`src/rtl/mbist_march_engine_if.sv`:
```
// rtl/mbist_march_engine_if.sv - single-port RAM bus between the March BIST engine and the RAM under test
interface mbist_march_engine_if #(
  parameter int ADDR_W = 4,
  parameter int DATA_W = 8
);
  logic [ADDR_W-1:0] mem_addr;
  logic              mem_we;
  logic              mem_re;
  logic [DATA_W-1:0] mem_wdata;
  logic [DATA_W-1:0] mem_rdata;

  modport master (output mem_addr, mem_we, mem_re, mem_wdata, input mem_rdata);
  modport slave  (input mem_addr, mem_we, mem_re, mem_wdata, output mem_rdata);
endinterface

```
`src/rtl/mbist_march_engine.sv`:
```
// rtl/mbist_march_engine.sv - March A4 / March C- memory BIST engine with in-line read compare
module mbist_march_engine #(
  parameter int         ADDR_W = 4,
  parameter int         DATA_W = 8,
  parameter logic [7:0] BG     = 8'h00,
  parameter int         ERR_W  = 8
) (
  input  logic               clk,
  input  logic               rst,
  input  logic               start,
  input  logic               alg_sel,
  mbist_march_engine_if.master mem,
  output logic               busy,
  output logic               done,
  output logic               fail,
  output logic [ADDR_W-1:0]  fail_addr,
  output logic [ERR_W-1:0]   err_cnt
);

  localparam logic [DATA_W-1:0] BG_D = DATA_W'(BG);

  typedef enum logic [1:0] {IDLE, RUN, FLUSH} state_t;

  // One March element: last-of-algorithm, direction, two ops?, then (read, value) for op0 and op1.
  typedef struct packed {
    logic last;
    logic down;
    logic two;
    logic rd0;
    logic v0;
    logic rd1;
    logic v1;
  } elem_t;

  function automatic elem_t elem_info(input logic alg, input logic [2:0] e);
    logic [6:0] bits;
    bits = 7'b0;
    if (!alg) begin
      case (e)
        3'd1:    bits = 7'b0_1_0_1_0_0_0;
        3'd2:    bits = 7'b0_0_0_0_1_0_0;
        3'd3:    bits = 7'b1_0_0_1_1_0_0;
        default: bits = 7'b0_0_0_0_0_0_0;
      endcase
    end else begin
      case (e)
        3'd1:    bits = 7'b0_0_1_1_0_0_1;
        3'd2:    bits = 7'b0_0_1_1_1_0_0;
        3'd3:    bits = 7'b0_1_1_1_0_0_1;
        3'd4:    bits = 7'b0_1_1_1_1_0_0;
        3'd5:    bits = 7'b1_0_0_1_0_0_0;
        default: bits = 7'b0_0_0_0_0_0_0;
      endcase
    end
    return elem_t'(bits);
  endfunction

  state_t             state_q, state_d;
  logic               alg_q;
  logic [2:0]         elem_q;
  logic               op_q;
  logic [ADDR_W-1:0]  addr_q;
  logic               cmp_valid;
  logic [DATA_W-1:0]  exp_data;
  logic [ADDR_W-1:0]  exp_addr;
  logic               we, re;
  logic [DATA_W-1:0]  wdata;

  elem_t cur, nxt, first;
  logic  op_rd, op_val, last_op, last_addr, end_of_run;
  logic [DATA_W-1:0] op_data;

  assign cur        = elem_info(alg_q, elem_q);
  assign nxt        = elem_info(alg_q, elem_q + 3'd1);
  assign first      = elem_info(alg_sel, 3'd0);
  assign op_rd      = op_q ? cur.rd1 : cur.rd0;
  assign op_val     = op_q ? cur.v1  : cur.v0;
  assign op_data    = op_val ? ~BG_D : BG_D;
  assign last_op    = !cur.two || op_q;
  assign last_addr  = cur.down ? (addr_q == '0) : (addr_q == {ADDR_W{1'b1}});
  assign end_of_run = last_op && last_addr && cur.last;

  assign mem.mem_addr  = addr_q;
  assign mem.mem_we    = we;
  assign mem.mem_re    = re;
  assign mem.mem_wdata = wdata;
  assign busy          = (state_q != IDLE);

  always_ff @(posedge clk or posedge rst) begin
    if (rst) state_q <= IDLE;
    else     state_q <= state_d;
  end

  always_comb begin
    state_d = state_q;
    we      = 1'b0;
    re      = 1'b0;
    wdata   = '0;
    case (state_q)
      IDLE:  if (start) state_d = RUN;
      RUN: begin
        we    = !op_rd;
        re    = op_rd;
        wdata = op_rd ? '0 : op_data;
        if (end_of_run) state_d = FLUSH;
      end
      FLUSH: state_d = IDLE;
      default: state_d = IDLE;
    endcase
  end

  always_ff @(posedge clk or posedge rst) begin
    if (rst) begin
      alg_q     <= 1'b0;
      elem_q    <= '0;
      op_q      <= 1'b0;
      addr_q    <= '0;
      cmp_valid <= 1'b0;
      exp_data  <= '0;
      exp_addr  <= '0;
      done      <= 1'b0;
      fail      <= 1'b0;
      fail_addr <= '0;
      err_cnt   <= '0;
    end else begin
      cmp_valid <= re;
      exp_data  <= op_data;
      exp_addr  <= addr_q;
      case (state_q)
        IDLE: if (start) begin
          alg_q     <= alg_sel;
          elem_q    <= '0;
          op_q      <= 1'b0;
          addr_q    <= first.down ? {ADDR_W{1'b1}} : '0;
          done      <= 1'b0;
          fail      <= 1'b0;
          fail_addr <= '0;
          err_cnt   <= '0;
        end
        RUN: begin
          if (!last_op) begin
            op_q <= 1'b1;
          end else begin
            op_q <= 1'b0;
            if (!last_addr)
              addr_q <= cur.down ? addr_q - ADDR_W'(1) : addr_q + ADDR_W'(1);
            else if (!cur.last) begin
              elem_q <= elem_q + 3'd1;
              addr_q <= nxt.down ? {ADDR_W{1'b1}} : '0;
            end
          end
        end
        FLUSH: done <= 1'b1;
        default: ;
      endcase
      // Compare slot never overlaps an accepted start: FLUSH issues no read.
      if (cmp_valid && (mem.mem_rdata != exp_data)) begin
        fail <= 1'b1;
        if (err_cnt != {ERR_W{1'b1}}) err_cnt <= err_cnt + ERR_W'(1);
        if (!fail && err_cnt == '0) fail_addr <= exp_addr;
      end
    end
  end

endmodule
```
`src/flat_wrapper.sv`:
```
// flat-port wrapper written by rule: the top's interface ports become plain ports
module mbist_march_engine_flat 
#(
  parameter int         ADDR_W = 4,
  parameter int         DATA_W = 8,
  parameter logic [7:0] BG     = 8'h00,
  parameter int         ERR_W  = 8
)
  (clk, rst, start, alg_sel, busy, done, fail, fail_addr, err_cnt, mem_mem_addr, mem_mem_we, mem_mem_re, mem_mem_wdata, mem_mem_rdata);
  mbist_march_engine_if #(.ADDR_W(ADDR_W), .DATA_W(DATA_W)) mem_i ();
  input  logic clk;
  input  logic rst;
  input  logic start;
  input  logic alg_sel;
  output logic busy;
  output logic done;
  output logic fail;
  output logic [ADDR_W-1:0] fail_addr;
  output logic [ERR_W-1:0] err_cnt;
  output wire logic [$bits(mem_i.mem_addr)-1:0] mem_mem_addr;
  output wire logic [$bits(mem_i.mem_we)-1:0] mem_mem_we;
  output wire logic [$bits(mem_i.mem_re)-1:0] mem_mem_re;
  output wire logic [$bits(mem_i.mem_wdata)-1:0] mem_mem_wdata;
  input wire logic [$bits(mem_i.mem_rdata)-1:0] mem_mem_rdata;
  assign mem_mem_addr = mem_i.mem_addr;
  assign mem_mem_we = mem_i.mem_we;
  assign mem_mem_re = mem_i.mem_re;
  assign mem_mem_wdata = mem_i.mem_wdata;
  assign mem_i.mem_rdata = mem_mem_rdata;
  mbist_march_engine #(.ADDR_W(ADDR_W), .DATA_W(DATA_W), .BG(BG), .ERR_W(ERR_W)) u_core (.clk(clk), .rst(rst), .start(start), .alg_sel(alg_sel), .mem(mem_i), .busy(busy), .done(done), .fail(fail), .fail_addr(fail_addr), .err_cnt(err_cnt));
endmodule
```
`config.mk`:
```
export PLATFORM = sky130hd
export DESIGN_NAME = mbist_march_engine_flat
export DESIGN_NICKNAME = d
export VERILOG_FILES = /design/src/rtl/mbist_march_engine_if.sv /design/src/rtl/mbist_march_engine.sv /design/src/flat_wrapper.sv
export SDC_FILE = /design/constraint.sdc
export NUM_CORES = 1
export LEC_CHECK = 0
export BUFFER_PORTS_ARGS = -buffer_cell sky130_fd_sc_hd__clkbuf_2
export CAP_MARGIN = 20
export CORE_MARGIN = 5
export CORE_UTILIZATION = 36
export DETAILED_ROUTE_END_ITERATION = 12
export HOLD_SLACK_MARGIN = 0.05
export PLACE_DENSITY = 0.62
export SLEW_MARGIN = 0
export SYNTH_ARGS = -nofsm -noshare
export SYNTH_HDL_FRONTEND = slang
export SYNTH_SLANG_ARGS = --single-unit
```
`constraint.sdc`:
```
create_clock -name clk -period 8.4 [get_ports clk]
set_input_delay 1.26 -clock clk [delete_from_list [all_inputs] [get_ports clk]]
set_output_delay 1.26 -clock clk [all_outputs]
set_load 0.05 [all_outputs]
```
* Yosys cells after proc, flatten, opt, wreduce, memory -nomap -nowiden *
Cells that the tools add are included.

storage, ports and cells
  bits in registers = 38
  output and inout port bits = 29

cells by class
  add/sub/neg operators = 4
  equality and inequality tests = 21
  mux-type cells = 43
  reduce and logical (&&, ||, !) cells = 23

operators by type and width
  kind                                                   number
  two-way mux 8 bit                                      7
  two-way mux 4 bit                                      10
  one-hot mux 7 bit (5 select lines)                     1
  one-hot mux 6 bit (5 select lines)                     1
  one-hot mux 7 bit (3 select lines)                     1
  one-hot mux 6 bit (3 select lines)                     1
  equality test 3 x 2 -> 1 bit, second input constant    4
  equality test 3 bit, second input constant             4
  two-way mux 3 bit                                      4
  AND reduction 2 bit                                    5
  nonzero test 2 bit                                     5
  two-way mux 1 bit                                      9
  adder 8 x 1 -> 8 bit, second input constant            1
  logical NOT 8 bit                                      1
  inequality test 8 bit                                  1
  inequality test 8 bit, second input constant           1
  one-hot mux 4 bit (2 select lines)                     1
  two-way mux 7 bit                                      1
  equality test 3 x 1 -> 1 bit, second input constant    2
  two-way mux 6 bit                                      1
  inequality test 2 x 1 -> 1 bit, second input constant  3
  one-hot mux 3 bit (2 select lines)                     1
  AND reduction 5 bit                                    1
  adder 4 x 1 -> 4 bit, second input constant            1
  other kinds (16)                                       24

* Logic depth before layout (Yosys ltp) *
  depth after elaboration = 9
  gate-level depth with buffers = 12
  depth with buffers taken out = 11

* Least setup slack after synthesis *
Ideal clock, no wire load.

  kind = flip-flop to output port
  start point = register u_core.elem_q[0]
  end point = output mem_mem_wdata[1]
  arrival time = 3.051 ns
  required time = 7.140 ns
  setup slack = 4.089 ns
  cell stages (with the launch flop) = 9
  path through = dfrtp_1 ha_1 ha_1 a211o_1 nor3b_1 nor3_1 nor2_1 and2_1 buf_4

between the ends
  longest elaborated chain between the ends = 7

ends and longest elaborated chain
  element                                                                                   line                                                RTL
  start: declaration                                                                        mbist_march_engine.sv:60                            logic [2:0] elem_q;
  start signal: assignment                                                                  mbist_march_engine.sv:148                           elem_q <= elem_q + 3'd1;
  equality test 3 bit, or another cell as far along                                         mbist_march_engine.sv:46                            case (e)
  one-hot mux 7 bit (5 select lines) or one-hot mux 7 bit (3 select lines) (tied branches)  mbist_march_engine.sv:46, mbist_march_engine.sv:39
  two-way mux 7 bit *                                                                       mbist_march_engine.sv:38                            if (!alg) begin
  two-way mux 1 bit                                                                         mbist_march_engine.sv:77                            assign op_val = op_q ? cur.v1 : cur.v0;
  two-way mux 8 bit                                                                         mbist_march_engine.sv:78                            assign op_data = op_val ? ~BG_D : BG_D;
  two-way mux 8 bit *                                                                       mbist_march_engine.sv:104                           wdata = op_rd ? '0 : op_data;
  two-way mux 8 bit *                                                                       mbist_march_engine.sv:99                            case (state_q)
  end: declaration                                                                          flat_wrapper.sv:23                                  output wire logic [$bits(mem_i.mem_wdata)-1:0] mem_mem_wdata;

Every way passes the cells marked *; elsewhere a longest branch is shown, timed or not.

* Worst setup path in the final report *
  start point = register u_core.elem_q[2]
  end point = output mem_mem_wdata[7]

The elaborated chain is that of the path after synthesis.

==> results.rst <==
.. list-table::
   :header-rows: 1

   * - Metric
     - Value
   * - Run status
     - finished, final reports clean
   * - Via count
     - 1580
   * - Setup repair after global routing missed its margin
     - false
   * - Crit Path Class
     - reg -> out
   * - Instance count of the mapped netlist
     - 202
   * - Share of synthesized flip-flops with an asynchronous set or reset
     - 100.0%
   * - Post-layout net count
     - 262
   * - Finish-stage setup viols
     - 0
   * - Cell types with the largest area share after synthesis
     - dfrtp_1, ha_1, o21ai_0
   * - Data required time of the worst path
     - between 7 and 8 ns
   * - Number of buffers created by CTS
     - 5
   * - Clock tree from TritonCTS
     - built
   * - Max-slew headroom
     - about half
   * - Count of hold-fix buffers inserted at cts
     - 0
   * - Total global routing overflow
     - 0
   * - Clock slew at the register clock pins of the worst setup and hold paths
     - 0.08 ns
   * - Part of the cycle the worst path needs
     - a little under half
   * - Core Region
     - ~5000 um2
   * - Total nets after synthesis
     - 225
   * - Number of H-tree branching levels
     - 2
   * - Mean cell area of the mapped netlist
     - 9.142 um2
   * - Buffers inserted during post-CTS setup optimization
     - 0
   * - Largest area contributor in the netlist
     - dfrtp_1
   * - Final Wtd Congestion
     - 0.8777
   * - Detailed-routing iteration count for the pre-antenna-repair pass
     - 4
   * - Drt drc
     - 0
   * - Antenna Violating Nets Remaining
     - 0
   * - EDFF count, synth
     - 0
   * - Effective utilization at floorplan
     - 36.63%
   * - Startpoint type of the worst setup path
     - flop
   * - Netlist area before placement
     - 1847 um2
   * - Chip height
     - 81.63 um
   * - Violation count after the first detailed-route iteration
     - 30
   * - Die Area
     - 6663 um2
   * - Vias per cell
     - a little over 5
   * - Signed area change from the synthesized netlist to the final layout
     - 16.53%
   * - I/O pins
     - 41
   * - Overall global routing resource usage
     - 12.90%
   * - ANT cells
     - 0
   * - Final Max Tran Viols
     - 0
   * - Final HPWL DP
     - between 3 and 4 mm
   * - Insertion delay of the later-clocked pin in the worst-skew pair
     - 0.29 ns
   * - Post-synthesis register bit count
     - 31
   * - Post-CTS resize count
     - 0
   * - Post-Route Setup TNS
     - 0 ns
   * - Library cell with the highest instance count after synthesis
     - dfrtp_1
   * - Root Buffer
     - clkbuf_8
   * - Rows
     - 26
   * - Final count of hold timing violations
     - 0
   * - Die W
     - 81.63 um
   * - Commonest cells in the netlist
     - dfrtp_1, nand2_1, o21ai_0
   * - Maximum clock skew at final layout
     - 0.006710 ns
   * - Class of the tightest hold or removal check
     - reg -> reg
   * - Routed length per instance
     - 12.94 um
   * - Ys Warns
     - 0
   * - Total clock sinks
     - 31
   * - Largest net degree at the start of global routing
     - 32
   * - Minimum period implied by the final worst setup slack
     - ~3.8 ns
   * - Fraction of layout cells with a size suffix above 1
     - 23.75%
   * - Top cell type's share of synthesized area
     - 42.01%
   * - Buffer levels on the longest clock path
     - 2
   * - Sequential share of the synthesized area
     - approximately 42%
   * - Initial antenna violation count
     - 0
   * - Detailed Route WL
     - 4.010 mm
   * - Synth cell types
     - 42
   * - Crit path max fanout
     - 10
   * - Vias in the first global route
     - 1440
   * - Slew at the pin closest to its max-slew limit
     - 0.7317 ns
   * - Commonest register cell after synthesis
     - dfrtp_1
   * - Type of destination of the critical path
     - output port
   * - Count of filler cells inserted in the layout
     - 511
   * - Maximum clock rate
     - 0.2618 GHz
   * - Wire length of the first global-routing pass
     - 6.624 mm
   * - Buffers on Ports
     - 40
   * - Maximum capacitance violations
     - 0
   * - CP arrival
     - 2.56 ns
==> worst max-delay path, stage by stage (launching register included) <==
cell and delay [ns]:
dfrtp_1 0.51, inv_1 0.14, ha_1 0.27, a211o_1 0.31, nor3b_1 0.26, nor3_1 0.08
nor2_1 0.12, and2_1 0.26, clkbuf_2 0.32
==> flip-flops by register name (all words and copies together) (netlist names) <==
signal / count
u_core.exp_addr: 4
u_core.alg_q: 1
u_core.done: 1
u_core.fail: 1
u_core.exp_data: 1
u_core.state_q: 2
u_core.fail_addr: 4
u_core.op_q: 1
u_core.err_cnt: 8
u_core.mem.mem_addr: 4
u_core.elem_q: 3
u_core.cmp_valid: 1
==> worst paths after layout <==
| check | start | endpoint | slack (ns) | cells after the start |
|---|---|---|---|---|
| max | u_core.elem_q[2]$_DFFE_PP0P_ | mem_mem_wdata[7] | 4.58 | 8 |
| min | u_core.exp_addr[3]$_DFF_PP0_ | u_core.fail_addr[3]$_DFF_PP0_ | 0.45 | 2 |
| max reg2reg | u_core.elem_q[2]$_DFFE_PP0P_ | u_core.mem.mem_addr[3]$_DFFE_PP0P_ | 5.45 | 11 |
| min reg2reg | u_core.exp_addr[3]$_DFF_PP0_ | u_core.fail_addr[3]$_DFF_PP0_ | 0.45 | 2 |
| max in group asynchronous | rst | u_core.exp_data[6]$_DFF_PP0_ | 7.09 | 3 |
| min in group asynchronous | rst | u_core.err_cnt[0]$_DFF_PP0_ | 1.02 | 3 |
==> cell families (layout without fill, tap and decap cells) <==
family / after synthesis / in the layout / share of synthesized area (%)
AOI/OAI and AO/OA: 48 / 48 / 16.80
muxes: 3 / 3 / 2.032
buffers and inverters: 24 / 62 / 7.114
and+or+nand+nor: 81 / 81 / 22.29
xor gates and xnor gates: 4 / 4 / 1.897
adders and majority gates: 11 / 11 / 7.859
DFF: 31 / 31 / 42.01
==> metrics by stage <==
stage          util, %  setup slack [ns]  cell area, um2  cells  hold slack [ns]
2_1_floorplan        -             4.089            1847    202           0.4257
3_3_place_gp     40.84             5.001            2059    302           0.4380
3_5_place_dp     40.84             4.906            2059    302           0.4413
4_1_cts          42.68             4.573            2152    310           0.4593
5_1_grt          42.68             4.319            2152    310           0.4856
6_report         42.68             4.580            2152    310           0.4522
==> cell usage in the layout (no fill, tap or decap), drive strengths merged, types with 4 or more instances in the layout <==
master  netlist  routed
a21o          5       5
nand2        27      27
clkbuf        2      45
ha           10      10
nand3         8       8
nor3          6       6
inv          13      14
o21ai        22      22
or3           4       4
nor2b         5       5
dfrtp        31      31
nor2         10      10
nand4         5       5
o211ai        5       5
==> metal layers <==
layer	global-route usage (%)	wire length, um	vias to the layer above
met3	3.070	244	6
li1	-	-	784
met1	15.98	1799	757
met4	4.983	63	0
met5	0	0	-
met2	21.66	1903	33
==> area by class of cell <==
class | instances | area [um2] | share of cell area, %
well taps | 70 | 87.58 | 4.070
clock buffers | 5 | 68.82 | 3.198
clock inverters | 3 | 23.77 | 1.105
multi-input cells | 147 | 939.7 | 43.66
repair buffers | 41 | 207.7 | 9.651
flip-flops and latches | 31 | 775.7 | 36.05
inverters | 13 | 48.80 | 2.267
Power is not shown: default switching activity piles up to over one toggle a cycle in this logic, so the estimate is an artifact.
